<file path="config.mk">
export PLATFORM = sky130hd
export DESIGN_NAME = alu_seq
export DESIGN_NICKNAME = d
export VERILOG_FILES = /design/src/rtl/alu_seq_pkg.sv /design/src/rtl/alu_seq_muldiv_iter.sv /design/src/rtl/alu_seq.sv
export SDC_FILE = /design/constraint.sdc
export NUM_CORES = 1
export LEC_CHECK = 0
export ABC_AREA = 1
export CAP_MARGIN = 10
export CORE_UTILIZATION = 25
export CTS_CLUSTER_SIZE = 8
export DETAILED_ROUTE_END_ITERATION = 6
export GPL_TIMING_DRIVEN = 0
export HOLD_SLACK_MARGIN = 0.1
export PLACE_DENSITY = 0.4
export SYNTH_ARGS = -nofsm -noshare
export SYNTH_HDL_FRONTEND = slang
export SYNTH_HIERARCHICAL = 1
export SYNTH_SLANG_ARGS = --single-unit
</file>
<file path="constraint.sdc">
create_clock -name clk_i -period 6.7 [get_ports clk_i]
set_input_delay 0.67 -clock clk_i [delete_from_list [all_inputs] [get_ports clk_i]]
set_output_delay 0.67 -clock clk_i [all_outputs]
set_load 0.01 [all_outputs]
</file>
<file path="src/rtl/alu_seq_pkg.sv">
// Shared definitions for alu_seq: op codes, FSM states and the
// single-cycle result/flag function used by the core.
package alu_seq_pkg;

    // Widest operand the single-cycle function can evaluate.
    localparam int MAX_W = 64;
    localparam logic [MAX_W-1:0] ONE_W = {{(MAX_W-1){1'b0}}, 1'b1};

    localparam logic [3:0] OP_ADD   = 4'b0000;
    localparam logic [3:0] OP_SUB   = 4'b0001;
    localparam logic [3:0] OP_AND   = 4'b0010;
    localparam logic [3:0] OP_OR    = 4'b0011;
    localparam logic [3:0] OP_SLT   = 4'b0101;
    localparam logic [3:0] OP_MUL   = 4'b1000;
    localparam logic [3:0] OP_MULHU = 4'b1001;
    localparam logic [3:0] OP_DIVU  = 4'b1010;
    localparam logic [3:0] OP_REMU  = 4'b1011;

    typedef enum logic [1:0] {
        IDLE = 2'd0,
        MUL  = 2'd1,
        DIV  = 2'd2,
        DONE = 2'd3
    } state_t;

    typedef struct packed {
        logic [MAX_W-1:0] result;
        logic             carry;
        logic             overflow;
    } alu_res_t;

    // Single-cycle ops evaluated on the low w bits; unknown codes fall back to ADD.
    // SLT reuses the subtract path, so its sign/overflow come from A-B.
    function automatic alu_res_t alu_single(input logic [3:0]       op,
                                            input logic [MAX_W-1:0] a,
                                            input logic [MAX_W-1:0] b,
                                            input int               w);
        logic [MAX_W-1:0] mask;
        logic [MAX_W-1:0] msb;
        logic [MAX_W-1:0] am;
        logic [MAX_W-1:0] bop;
        logic [MAX_W-1:0] sum_w;
        logic [MAX_W:0]   sum;
        logic             use_sub;
        logic             a_n;
        logic             b_n;
        logic             s_n;
        logic             ovf;
        alu_res_t         r;

        mask    = (ONE_W << w) - ONE_W;
        msb     = ONE_W << (w - 1);
        use_sub = (op == OP_SUB) || (op == OP_SLT);
        am      = a & mask;
        bop     = (use_sub ? ~b : b) & mask;
        sum     = {1'b0, am} + {1'b0, bop} + {{MAX_W{1'b0}}, use_sub};
        sum_w   = sum[MAX_W-1:0] & mask;
        a_n     = |(am & msb);
        b_n     = |(bop & msb);
        s_n     = |(sum_w & msb);
        ovf     = (a_n == b_n) && (s_n != a_n);

        r = '0;
        case (op)
            OP_AND:  r.result = am & b;
            OP_OR:   r.result = (a | b) & mask;
            OP_SLT:  r.result = {{(MAX_W-1){1'b0}}, s_n ^ ovf};
            default: begin
                r.result   = sum_w;
                r.carry    = |(sum >> w);
                r.overflow = ovf;
            end
        endcase
        return r;
    endfunction

endpackage

</file>
<file path="src/rtl/alu_seq_muldiv_iter.sv">
// Iterative radix-2 unsigned multiplier and restoring divider.
// One step per cycle for WIDTH cycles; done_o is high during the final
// step and result_o then carries that step's outcome.
module muldiv_iter
    import alu_seq_pkg::*;
#(
    parameter int WIDTH = 32,
    parameter int CNT_W = $clog2(WIDTH) + 1
) (
    input  logic             clk_i,
    input  logic             rst_i,
    input  logic             start_i,
    input  logic             is_div_i,
    input  logic             sel_hi_i,
    input  logic [WIDTH-1:0] a_i,
    input  logic [WIDTH-1:0] b_i,
    output logic             done_o,
    output logic [WIDTH-1:0] result_o
);

    // acc holds {product_hi, multiplier/product_lo} for MUL and
    // {remainder, dividend/quotient} for DIV; opnd is multiplicand or divisor.
    logic [CNT_W-1:0]   cnt_q, cnt_d;
    logic [2*WIDTH-1:0] acc_q, acc_d;
    logic [WIDTH-1:0]   opnd_q, opnd_d;
    logic               is_div_q, is_div_d;
    logic               sel_hi_q, sel_hi_d;
    logic [WIDTH:0]     add_sum;
    logic [WIDTH:0]     shifted;
    logic [WIDTH:0]     diff;

    // Start latches operands; afterwards one shift-add or restoring step per cycle.
    always_comb begin
        cnt_d    = cnt_q;
        acc_d    = acc_q;
        opnd_d   = opnd_q;
        is_div_d = is_div_q;
        sel_hi_d = sel_hi_q;
        add_sum  = {1'b0, acc_q[2*WIDTH-1:WIDTH]} + (acc_q[0] ? {1'b0, opnd_q} : '0);
        shifted  = {acc_q[2*WIDTH-1:WIDTH], acc_q[WIDTH-1]};
        diff     = shifted - {1'b0, opnd_q};
        if (start_i) begin
            cnt_d    = CNT_W'(WIDTH);
            acc_d    = {{WIDTH{1'b0}}, (is_div_i ? a_i : b_i)};
            opnd_d   = is_div_i ? b_i : a_i;
            is_div_d = is_div_i;
            sel_hi_d = sel_hi_i;
        end else if (cnt_q != '0) begin
            cnt_d = cnt_q - CNT_W'(1);
            if (!is_div_q) begin
                acc_d = {add_sum, acc_q[WIDTH-1:1]};
            end else if (!diff[WIDTH]) begin
                acc_d = {diff[WIDTH-1:0], acc_q[WIDTH-2:0], 1'b1};
            end else begin
                acc_d = {shifted[WIDTH-1:0], acc_q[WIDTH-2:0], 1'b0};
            end
        end
    end

    assign done_o   = (cnt_q == CNT_W'(1));
    assign result_o = sel_hi_q ? acc_d[2*WIDTH-1:WIDTH] : acc_d[WIDTH-1:0];

    // Iteration state registers; reset drops any operation in flight.
    always_ff @(posedge clk_i or posedge rst_i) begin
        if (rst_i) begin
            cnt_q    <= '0;
            acc_q    <= '0;
            opnd_q   <= '0;
            is_div_q <= 1'b0;
            sel_hi_q <= 1'b0;
        end else begin
            cnt_q    <= cnt_d;
            acc_q    <= acc_d;
            opnd_q   <= opnd_d;
            is_div_q <= is_div_d;
            sel_hi_q <= sel_hi_d;
        end
    end

endmodule

</file>
<file path="src/rtl/alu_seq.sv">
// Handshaked ALU: single-cycle add/sub/logic/slt plus iterative
// multiply/divide, with registered result and flags.
module alu_seq
    import alu_seq_pkg::*;
#(
    parameter int WIDTH = 32
) (
    input  logic             clk_i,
    input  logic             rst_i,
    input  logic             in_valid_i,
    output logic             in_ready_o,
    input  logic [WIDTH-1:0] A_i,
    input  logic [WIDTH-1:0] B_i,
    input  logic [3:0]       ALU_CONTROL_i,
    output logic             out_valid_o,
    input  logic             out_ready_i,
    output logic [WIDTH-1:0] RESULT_o,
    output logic             flag_carry_o,
    output logic             flag_zero_o,
    output logic             flag_overflow_o,
    output logic             flag_negative_o
);

    localparam int CNT_W = $clog2(WIDTH) + 1;

    state_t           state_q, state_d;
    logic [WIDTH-1:0] result_q, result_d;
    logic             carry_q, carry_d;
    logic             ovf_q, ovf_d;
    logic             zero_q, zero_d;
    logic             neg_q, neg_d;
    logic             accept;
    logic             is_mul;
    logic             is_div;
    logic             md_start;
    logic             md_done;
    logic [WIDTH-1:0] md_result;
    logic             ld;
    logic [WIDTH-1:0] ld_val;
    logic             ld_c;
    logic             ld_v;
    alu_res_t         alu_r;
    logic             alu_unused;

    assign alu_r      = alu_single(ALU_CONTROL_i, MAX_W'(A_i), MAX_W'(B_i), WIDTH);
    assign alu_unused = |(alu_r.result >> WIDTH);
    assign is_mul     = (ALU_CONTROL_i == OP_MUL) || (ALU_CONTROL_i == OP_MULHU);
    assign is_div     = (ALU_CONTROL_i == OP_DIVU) || (ALU_CONTROL_i == OP_REMU);
    assign in_ready_o = (state_q == IDLE) || ((state_q == DONE) && out_ready_i);
    assign accept     = in_valid_i && in_ready_o;
    assign out_valid_o = (state_q == DONE);

    muldiv_iter #(
        .WIDTH(WIDTH),
        .CNT_W(CNT_W)
    ) u_muldiv (
        .clk_i   (clk_i),
        .rst_i   (rst_i),
        .start_i (md_start),
        .is_div_i(is_div),
        .sel_hi_i(ALU_CONTROL_i[0]),
        .a_i     (A_i),
        .b_i     (B_i),
        .done_o  (md_done),
        .result_o(md_result)
    );

    // Next state, iterator start and output-register load; an accept in
    // DONE replaces the consumed result in the same cycle.
    always_comb begin
        state_d  = state_q;
        result_d = result_q;
        carry_d  = carry_q;
        ovf_d    = ovf_q;
        zero_d   = zero_q;
        neg_d    = neg_q;
        md_start = 1'b0;
        ld       = 1'b0;
        ld_val   = md_result;
        ld_c     = 1'b0;
        ld_v     = 1'b0;
        case (state_q)
            MUL, DIV: begin
                if (md_done) begin
                    ld      = 1'b1;
                    state_d = DONE;
                end
            end
            DONE: begin
                if (out_ready_i) state_d = IDLE;
            end
            default: ;
        endcase
        if (accept) begin
            if (is_mul) begin
                md_start = 1'b1;
                state_d  = MUL;
            end else if (is_div) begin
                md_start = 1'b1;
                state_d  = DIV;
            end else begin
                ld      = 1'b1;
                ld_val  = alu_r.result[WIDTH-1:0];
                ld_c    = alu_r.carry;
                ld_v    = alu_r.overflow;
                state_d = DONE;
            end
        end
        if (ld) begin
            result_d = ld_val;
            carry_d  = ld_c;
            ovf_d    = ld_v;
            zero_d   = (ld_val == '0);
            neg_d    = ld_val[WIDTH-1];
        end
    end

    // State and output registers.
    always_ff @(posedge clk_i or posedge rst_i) begin
        if (rst_i) begin
            state_q  <= IDLE;
            result_q <= '0;
            carry_q  <= 1'b0;
            ovf_q    <= 1'b0;
            zero_q   <= 1'b0;
            neg_q    <= 1'b0;
        end else begin
            state_q  <= state_d;
            result_q <= result_d;
            carry_q  <= carry_d;
            ovf_q    <= ovf_d;
            zero_q   <= zero_d;
            neg_q    <= neg_d;
        end
    end

    assign RESULT_o        = result_q;
    assign flag_carry_o    = carry_q;
    assign flag_overflow_o = ovf_q;
    assign flag_zero_o     = zero_q;
    assign flag_negative_o = neg_q;

endmodule

</file>
# == Yosys cells after proc, flatten, opt, wreduce, memory -nomap -nowiden ==
# Cells that the tools add are included.
# word_totals
inputBits,72
reg_bits,142
# op_classes
n_eq_ne,16
reduce_logical,16
addsub,5
mux,36
n_bitwise,4
# op_table
op,count
$mux 32,8
$mux 64,4
$pmux 32 s3,1
$add 33x1->34,1
$add 32x32->33,1
$add 32x33->33,1
$reduce_or 33->1,1
$sub 33x32->33,1
$and 32x32->32,1
$logic_not 32->1,1
$not 32->32,1
$or 32x32->32,1
$eq 4x4->1 const B,4
$mux 1,15
$mux 6,2
$mux 2,5
$eq 4x2->1 const B,2
$eq 6x1->1 const B,1
$reduce_bool 6->1,1
$sub 6x1->6 const B,1
$eq 2x2->1 const B,2
$eq 4x1->1 const B,1
$eq 4x3->1 const B,1
$logic_or 1x1->1,4
other kinds (14),16

# == Depth between registers and ports, before layout ==
# Gate-level depths: netlist of run 1.
# depth
depth_word,13
ltp_mapped,32

# == Modules after synthesis ==
# Netlist of run 1, hierarchy kept.
# modules_own_cells
mod,seq_area_each_um2,cells_each,instances,area_each_um2
muldiv_iter,2602.5,2085,1,11677.4
alu_seq,925.9,863,1,5235.0

# == Worst setup path after synthesis of run 1 ==
# Ideal clock, no wire load.
# synth_timing
path_type,flip-flop to flip-flop
startpoint,register u_muldiv.acc_q[0]
endpoint,register zero_q (netlist: flag_zero_o)
synth_period_minus_slack_ns,3.386
path_stages_with_launch,32
t_arrival_ns,3.321
setup_slack_ns,3.314
path_cell_list,dfrtp_1 > clkbuf_1 > clkbuf_1 > nand2_1 > inv_1 > ha_1 > inv_1 > fa_1 > inv_1 > nand3_1 > nand3_1 > nand2_1 > nand2_1 > nand2_1 > nand2_1 > nand2_1 > nand3_1 > nand3_1 > nand2_1 > inv_1 > nand2_1 > nand2_1 > nand2_1 > nand2_1 > or2_2 > nand2_1 > nand2_1 > nor2_1 > nand3_1 > nor2_1 > nand3_1 > nand2_1
# synth_via
elab_chain_cells,10
# synth_lines
element,line,source
start: declaration,alu_seq_muldiv_iter.sv:24,"logic [2*WIDTH-1:0] acc_q, acc_d;"
start signal: assignment,alu_seq_muldiv_iter.sv:67,acc_q <= '0;
start signal: assignment,alu_seq_muldiv_iter.sv:73,acc_q <= acc_d;
$mux 32 (*),alu_seq_muldiv_iter.sv:39,"add_sum = {1'b0, acc_q[2*WIDTH-1:WIDTH]} + (acc_q[0] ? {1'b0, opnd_q} : '0);"
$add 32x33->33 (*),alu_seq_muldiv_iter.sv:39,
$mux 64 (*),alu_seq_muldiv_iter.sv:50,if (!is_div_q) begin
$mux 64 (*),alu_seq_muldiv_iter.sv:48,end else if (cnt_q != '0) begin
$mux 64 (*),alu_seq_muldiv_iter.sv:42,if (start_i) begin
named net u_muldiv.acc_d[57],alu_seq_muldiv_iter.sv:24,
$mux 32 (*),alu_seq_muldiv_iter.sv:61,assign result_o = sel_hi_q ? acc_d[2*WIDTH-1:WIDTH] : acc_d[WIDTH-1:0];
named net md_result[25],alu_seq.sv:37,logic [WIDTH-1:0] md_result;
$mux 32,alu_seq.sv:98,end else if (is_div) begin
$mux 32,alu_seq.sv:95,if (is_mul) begin
$mux 32 (*),alu_seq.sv:94,if (accept) begin
$logic_not 32->1 (*),alu_seq.sv:113,zero_d = (ld_val == '0);
end signal: assignment,alu_seq.sv:132,zero_q <= zero_d;
end: declaration,alu_seq.sv:30,"logic zero_q, zero_d;"
# The timed path passes the listed nets; every way through them passes the cells marked *.
# A chain may end at the register's enable or synchronous reset.

# == Final worst setup path of run 1 ==
# Ends and elaborated chain as after synthesis.

==> results of run 1 <==
-- metrics by stage --
stage | power, mW | cell area, sq um | utilization (%)
floorplan | 7.05 | 16900 | -
global placement | 10.5 | 19100 | 28.8
detailed placement | 10.4 | 19100 | 28.8
CTS | 11.4 | 19700 | 29.7
global route | 12.4 | 19700 | 29.7
finish | 11.4 | 19700 | 29.7
-- layout make-up --
cell class                      count  share of cell area (%)
Clock inverter                     11                   0.432
Clock buffer                       21                    2.34
Sequential cell                   141                    17.9
Timing Repair Buffer              111                    5.79
Inverter                          509                    9.72
Multi-Input combinational cell   2203                    56.1
Tap cell                          864                    5.49
Buffer                             95                    2.23
-- path summary, 6_finish.rpt --
kind,startpoint,to,slack (ns)
setup / recovery,u_muldiv/acc_q[0],flag_zero_o,1.01
hold / removal,RESULT_o[18],RESULT_o[18],0.49
max in group asynchronous,rst_i,u_muldiv/cnt_q[3],5.20
setup reg to reg,u_muldiv/acc_q[0],flag_zero_o,1.01
hold reg to reg,RESULT_o[18],RESULT_o[18],0.49
min in group asynchronous,rst_i,RESULT_o[28],0.53
-- metal layers --
layer,part of all wire (%),wire length (um),up-vias,GRT usage [%]
li1,-,-,9572,-
met1,44,38700,9022,32.2
met2,48,42100,494,44.2
met3,3.8,3280,105,2.74
met4,3.9,3400,0,9.52
met5,0,0,-,0
-- sequential cells by signal, summed over array words and instances (netlist names) --
signal / flops
state_q: 2
u_muldiv/cnt_q: 6
u_muldiv/acc_q: 64
u_muldiv/opnd_q: 32
flag_zero_o: 1
u_muldiv/sel_hi_q: 1
flag_carry_o: 1
flag_overflow_o: 1
u_muldiv/is_div_q: 1
RESULT_o: 32
-- worst reg2reg max path, cell delays in order, from the launching register on --
cell and delay (ns):
dfrtp_1 0.32, clkbuf_1 0.48, clkbuf_1 0.64, nand2_1 0.11, inv_1 0.09, ha_1 0.36, inv_1 0.11, fa_1 0.42
inv_1 0.25, nand3_1 0.12, nand3_1 0.25, nand2_1 0.09, nand2_1 0.18, o21ai_0 0.22, nand2_1 0.13, inv_1 0.05
nand2_1 0.05, nand2_1 0.09, nand2_1 0.09, nand2_1 0.08, o21ai_0 0.75, nand4_1 0.30, nor3_2 0.30, nand3_1 0.12
nand2_1 0.07
-- Yosys cell counts (14+ instances only) --
library cell	instances	share of area, %
nor2_1	204	4.5
clkbuf_1	60	1.3
nand2_1	1027	23
xnor2_1	44	2.3
a311oi_1	14	0.73
dfrtp_1	141	21
a21oi_1	171	5.1
o21ai_0	209	6.2
nand3b_1	17	0.75
ha_1	102	7.5
nand3_1	186	5.5
or2_2	21	0.78
inv_1	496	11
buf_2	15	0.44
nand2_2	17	0.63
xor2_1	15	0.78
nand4_1	33	1.2
nor3_1	18	0.53
o211ai_1	25	1.1
-- cells by family after synthesis --
family / after synthesis / share of synthesized area (%)
AOI/OAI and AO/OA: 474 / 15.5
xor gates and xnor gates: 59 / 3.06
adders and majority gates: 107 / 8.02
buffers and inverters: 604 / 13.9
DFF: 141 / 20.9
muxes: 5 / 0.296
and+or+nand+nor: 1558 / 38.4
-- report_power, final --
group	leakage, nW	total (mW)	switching, mW	internal, mW
logic	8.56	8.81	6.09	2.71
clock network	0.260	0.896	0.400	0.497
registers	1.73	1.70	0.423	1.28
total	10.6	11.4	6.92	4.49
==> impl_metrics.py, run 1 <==
metrics = {
    "synthesis": {
        "mappedNetlistNets": 3125,
        "synth.yosys.warnings": 6,
        "synth-seq-area-share_pct": 20.9,
        "synthDistinctLibCells": 54,
        "synth_cells": 2948,
        "syn-mean-instance-area_sq_um": 5.74,
        "mappedNetlistArea_sq_um": 16900,
        "synthArstFlopShare_pct": 100,
        "ys.flop_type": "dfrtp_1",
        "ys_seq_elements": 141,
        "synth_enable_flop_cells": 0,
    },
    "worst_setup_path": {
        "timing.critical_path.fanout_max": 10,
        "crit_slowest_cell": "o21ai_0",
        "start_kind": "register",
        "worstPathCellList": "clkbuf_1 > clkbuf_1 > nand2_1 > inv_1 > ha_1 > inv_1 > fa_1 > inv_1 > nand3_1 > nand3_1 > nand2_1 > nand2_1 > o21ai_0 > nand2_1 > inv_1 > nand2_1 > nand2_1 > nand2_1 > nand2_1 > o21ai_0 > nand4_1 > nor3_2 > nand3_1 > nand2_1",
        "worstSetupPathType": "reg -> reg",
        "cpLargestDelayFamily": "simple AND/OR/NAND/NOR gates",
        "crit_buf_inv": 6,
        "worst_ep_arrival_time_ns": 6.07,
        "worst_path_largest_cell_delay_ns": 0.75,
        "cp_num_cells": 24,
        "data_required_time_at_the_worst_endpoint_ns": 7.07,
        "logic_depth_of_the_worst_register_to_register_path": 24,
        "critical-path-top-cell-by-count": "nand2_1",
        "end_kind": "register",
    },
    "sta": {
        "whs_ns": 0.493,
        "skew_ns": 0.0217,
        "timing_max_transition_violations_final": 0,
        "tns_ns": 0,
        "finalHoldViolations": 0,
        "finalWorstSetupSlack_ns": 1.01,
        "min_period_over_period_pct": 84.9,
        "max_slew_margin_pct": 21.4,
        "grt_setup_unrepaired": "no",
        "tightest_slew_ns": 1.17,
        "timing.fmax_ghz": 0.176,
        "finalSetupViolCount": 0,
        "layout_min_cycle_time_ns": 5.69,
    },
    "floorplan": {
        "die_width_um": 262,
        "pin_count": 110,
        "initial_core_util_pct": 25.5,
        "placement_rows": 94,
        "core-area_sq_um": 66300,
        "die_y_um": 262,
        "floorplan.die_area_sq_um": 68700,
    },
    "cts": {
        "tritoncts_clock_tree": "yes",
        "ctsHtreeMaxLevel": 4,
        "cts_made_buffers": 17,
        "clk_latency_ns": 0.44,
        "clock_transition_at_the_registers_of_the_reported_paths_ns": 0.07,
        "clock_tree.root_cell": "clkbuf_16",
        "post_cts.repair.setup_buffers": 0,
        "holdBufCountCts": 0,
        "ctsLongestPathBuffers": 2,
        "cts-resized-gates": 0,
        "clock-sinks": 141,
    },
    "route": {
        "detail_route.wl_per_cell_um": 22.1,
        "drt-initial-drc-count": 1271,
        "via_count": 19200,
        "drt_pre_antenna_iters": 7,
        "route.detailed.drc": 0,
        "route.final.wire_length_um": 87500,
        "final_antenna_net_count": 0,
        "vias_per_cell": 4.85,
    },
    "placement": {
        "portBuffers": 109,
        "dp_hpwl_um": 76200,
        "place_worst_setup_slack_ns": 1.05,
        "numPlacedInstances": 3923,
        "routabilityCongestion": 0.951,
    },
    "cells_and_area": {
        "final_cell_count_no_fill": 3955,
        "regArea_sq_um": 3530,
        "final_nets": 3255,
        "most_common_cell_after_layout_fill_and_taps_aside": "nand2_1",
        "final_cell_mix": "1027 x nand2_1, 494 x inv_1, 209 x o21ai_0, 204 x nor2_1, 186 x nand3_1",
        "fill_cells": 7606,
        "diode_count": 0,
        "drive_gt1_share_pct": 4.27,
        "area.growth.synth_to_final_pct": 16.4,
        "multi_input_area_sq_um": 11000,
    },
    "min_path": {
        "holdPathStages": 2,
        "hold_path.class": "reg -> reg",
    },
    "global_route": {
        "antenna_found_initial": 0,
        "grt_max_degree": 59,
        "globalRouteOverflowTotal": 0,
        "globalRouteTotalUtil_pct": 25.4,
        "vias_in_the_first_global_route": 18700,
        "grt_first_pass_wirelength_um": 126000,
    },
    "flow_run": {
        "maxCapViolations": 0,
    },
    "power_and_ir_drop": {
        "power-per-cell-area_nw_per_um2": 579,
        "p_leak_nw": 10.6,
        "vdd_ir_drop_max_mv": 0.263,
    },
    "outcome": {
        "run_status": "complete, no violations",
    },
}
Power figures use the tool's default switching activity.
==> run 2: changes to the inputs <==
- clock period: 6.7 -> 5.68 ns (I/O delays scaled with it)
==> run 2 against run 1 <==
Compared with the run above: final area barely moved; register-to-register slack lost 0.85 ns; utilization barely moved; wire length hardly changed; combinational power increased by 18%; total power grew 18%; final cell count unchanged; fmax rose by 3.1%; clock-buffer cell count stayed put; critical path depth is the same; flip-flop and latch count unchanged; highest routed layer unchanged.
==> impl_metrics.py, run 2 (same netlist as run 1, synthesis figures left out) <==
metrics = {
    "route": {
        "highest_layer": "met4",
        "via_count": 19300,
        "final_antenna_net_count": 0,
        "vias_per_cell": 4.88,
        "drt-initial-drc-count": 1376,
        "route.detailed.drc": 0,
        "drt_pre_antenna_iters": 6,
        "route.final.wire_length_um": 87500,
        "wl_met1_um": 38700,
        "detail_route.wl_per_cell_um": 22.1,
        "met3WireLength_um": 3280,
        "dr_wl_met2_um": 42100,
    },
    "floorplan": {
        "initial_core_util_pct": 25.5,
        "pin_count": 110,
        "die_y_um": 262,
        "floorplan.die_area_sq_um": 68700,
        "core-area_sq_um": 66300,
        "die_width_um": 262,
        "placement_rows": 94,
    },
    "cts": {
        "clock-sinks": 141,
        "ctsHtreeMaxLevel": 4,
        "ctsLongestPathBuffers": 2,
        "cts_made_buffers": 17,
        "clock_tree.root_cell": "clkbuf_16",
        "tritoncts_clock_tree": "yes",
        "post_cts.repair.setup_buffers": 0,
        "holdBufCountCts": 0,
        "cts-resized-gates": 0,
        "clock_transition_at_the_registers_of_the_reported_paths_ns": 0.07,
        "clk_latency_ns": 0.45,
    },
    "sta": {
        "skew_ns": 0.0233,
        "max_slew_margin_pct": 23.0,
        "tns_ns": 0,
        "whs_ns": 0.432,
        "layout_min_cycle_time_ns": 5.52,
        "finalHoldViolations": 0,
        "finalSetupViolCount": 0,
        "timing.fmax_ghz": 0.181,
        "min_period_over_period_pct": 97.2,
        "timing_max_transition_violations_final": 0,
        "tightest_slew_ns": 1.14,
        "grt_setup_unrepaired": "no",
    },
    "worst_setup_path": {
        "end_kind": "register",
        "data_required_time_at_the_worst_endpoint_ns": 6.06,
        "worst_ep_arrival_time_ns": 5.89,
        "start_kind": "register",
        "timing.critical_path.fanout_max": 10,
        "worstSetupPathType": "reg -> reg",
    },
    "placement": {
        "dp_hpwl_um": 76200,
        "routabilityCongestion": 0.951,
        "numPlacedInstances": 3923,
        "portBuffers": 109,
    },
    "cells_and_area": {
        "regMostFlops": "u_muldiv/acc_q",
        "final_nets": 3255,
        "final_cell_mix": "1027 x nand2_1, 494 x inv_1, 209 x o21ai_0, 204 x nor2_1, 186 x nand3_1",
        "drive_gt1_share_pct": 4.30,
        "most_common_cell_after_layout_fill_and_taps_aside": "nand2_1",
        "diode_count": 0,
        "largest_register_ffs": 64,
        "final_cell_count_no_fill": 3955,
        "area.growth.synth_to_final_pct": 16.4,
    },
    "global_route": {
        "vias_in_the_first_global_route": 18700,
        "antenna_found_initial": 0,
        "grt_first_pass_wirelength_um": 126000,
        "grt_max_degree": 59,
        "globalRouteOverflowTotal": 0,
        "globalRouteTotalUtil_pct": 25.4,
    },
    "power_and_ir_drop": {
        "power-per-cell-area_nw_per_um2": 683,
        "fin_total_pwr_mw": 13.4,
        "vdd_ir_drop_max_mv": 0.311,
        "p_leak_nw": 10.6,
    },
    "flow_run": {
        "maxCapViolations": 0,
    },
    "outcome": {
        "run_status": "complete, no violations",
    },
    "min_path": {
        "hold_path.class": "in -> async",
    },
}
-- run 2: cell types whose count changed in the layout (fill, tap and decap cells not counted) --
cell,previous run,this run
clkbuf_1,62,61
clkbuf_2,0,1
-- run 2: final timing paths --
path	startpoint	endpoint	slack, ns	cells after the start
max in group asynchronous	rst_i	u_muldiv/cnt_q[3]	4.27	3
min in group clk_i	RESULT_o[18]	RESULT_o[18]	0.49	2
setup / recovery	u_muldiv/acc_q[0]	flag_zero_o	0.16	24
hold reg to reg	RESULT_o[18]	RESULT_o[18]	0.49	2
hold / removal	rst_i	RESULT_o[28]	0.43	2
setup reg to reg	u_muldiv/acc_q[0]	flag_zero_o	0.16	24
-- run 2: power breakdown --
group	switching, mW	internal (mW)	leakage (nW)	total [mW]
combinational	7.18	3.20	8.56	10.4
sequential	0.500	1.51	1.73	2.01
clock	0.471	0.586	0.260	1.06
-- run 2: final cells by class --
class | count | area [sq um]
buffer | 95 | 440
clock buffer | 21 | 460
clock inverter | 11 | 85.1
fill | 7607 | 46700
inverter | 509 | 1910
multi-input combinational | 2203 | 11000
sequential | 141 | 3530
tap | 864 | 1080
timing repair buffer | 111 | 1140
-- run 2: worst max-delay path, cell delays in order, from the launching register on --
cell and delay, ns:
dfrtp_1 0.32, clkbuf_1 0.47, clkbuf_2 0.44, nand2_1 0.09, inv_1 0.07, ha_1 0.35, inv_1 0.11, fa_1 0.42
inv_1 0.24, nand3_1 0.11, nand3_1 0.24, nand2_1 0.09, nand2_1 0.18, o21ai_0 0.22, nand2_1 0.13, inv_1 0.05
nand2_1 0.05, nand2_1 0.09, nand2_1 0.09, nand2_1 0.07, o21ai_0 0.77, nand4_1 0.30, nor3_2 0.32, nand3_1 0.13
nand2_1 0.08
-- run 2: per-stage QoR --
stage / cell area [sq um] / utilization [%] / setup WS (ns)
floorplan: 16900 / - / 2.29
CTS: 19700 / 29.7 / 0.0296
global placement: 19100 / 28.8 / 0.0354
detailed placement: 19100 / 28.8 / 0.0297
global route: 19700 / 29.7 / 0.138
finish: 19700 / 29.7 / 0.161
-- run 2: metal layers --
layer,global-route usage (%),up-vias
li1,-,9570
met1,32.2,9096
met2,44.2,521
met3,2.74,111
met4,9.52,0
met5,0,-
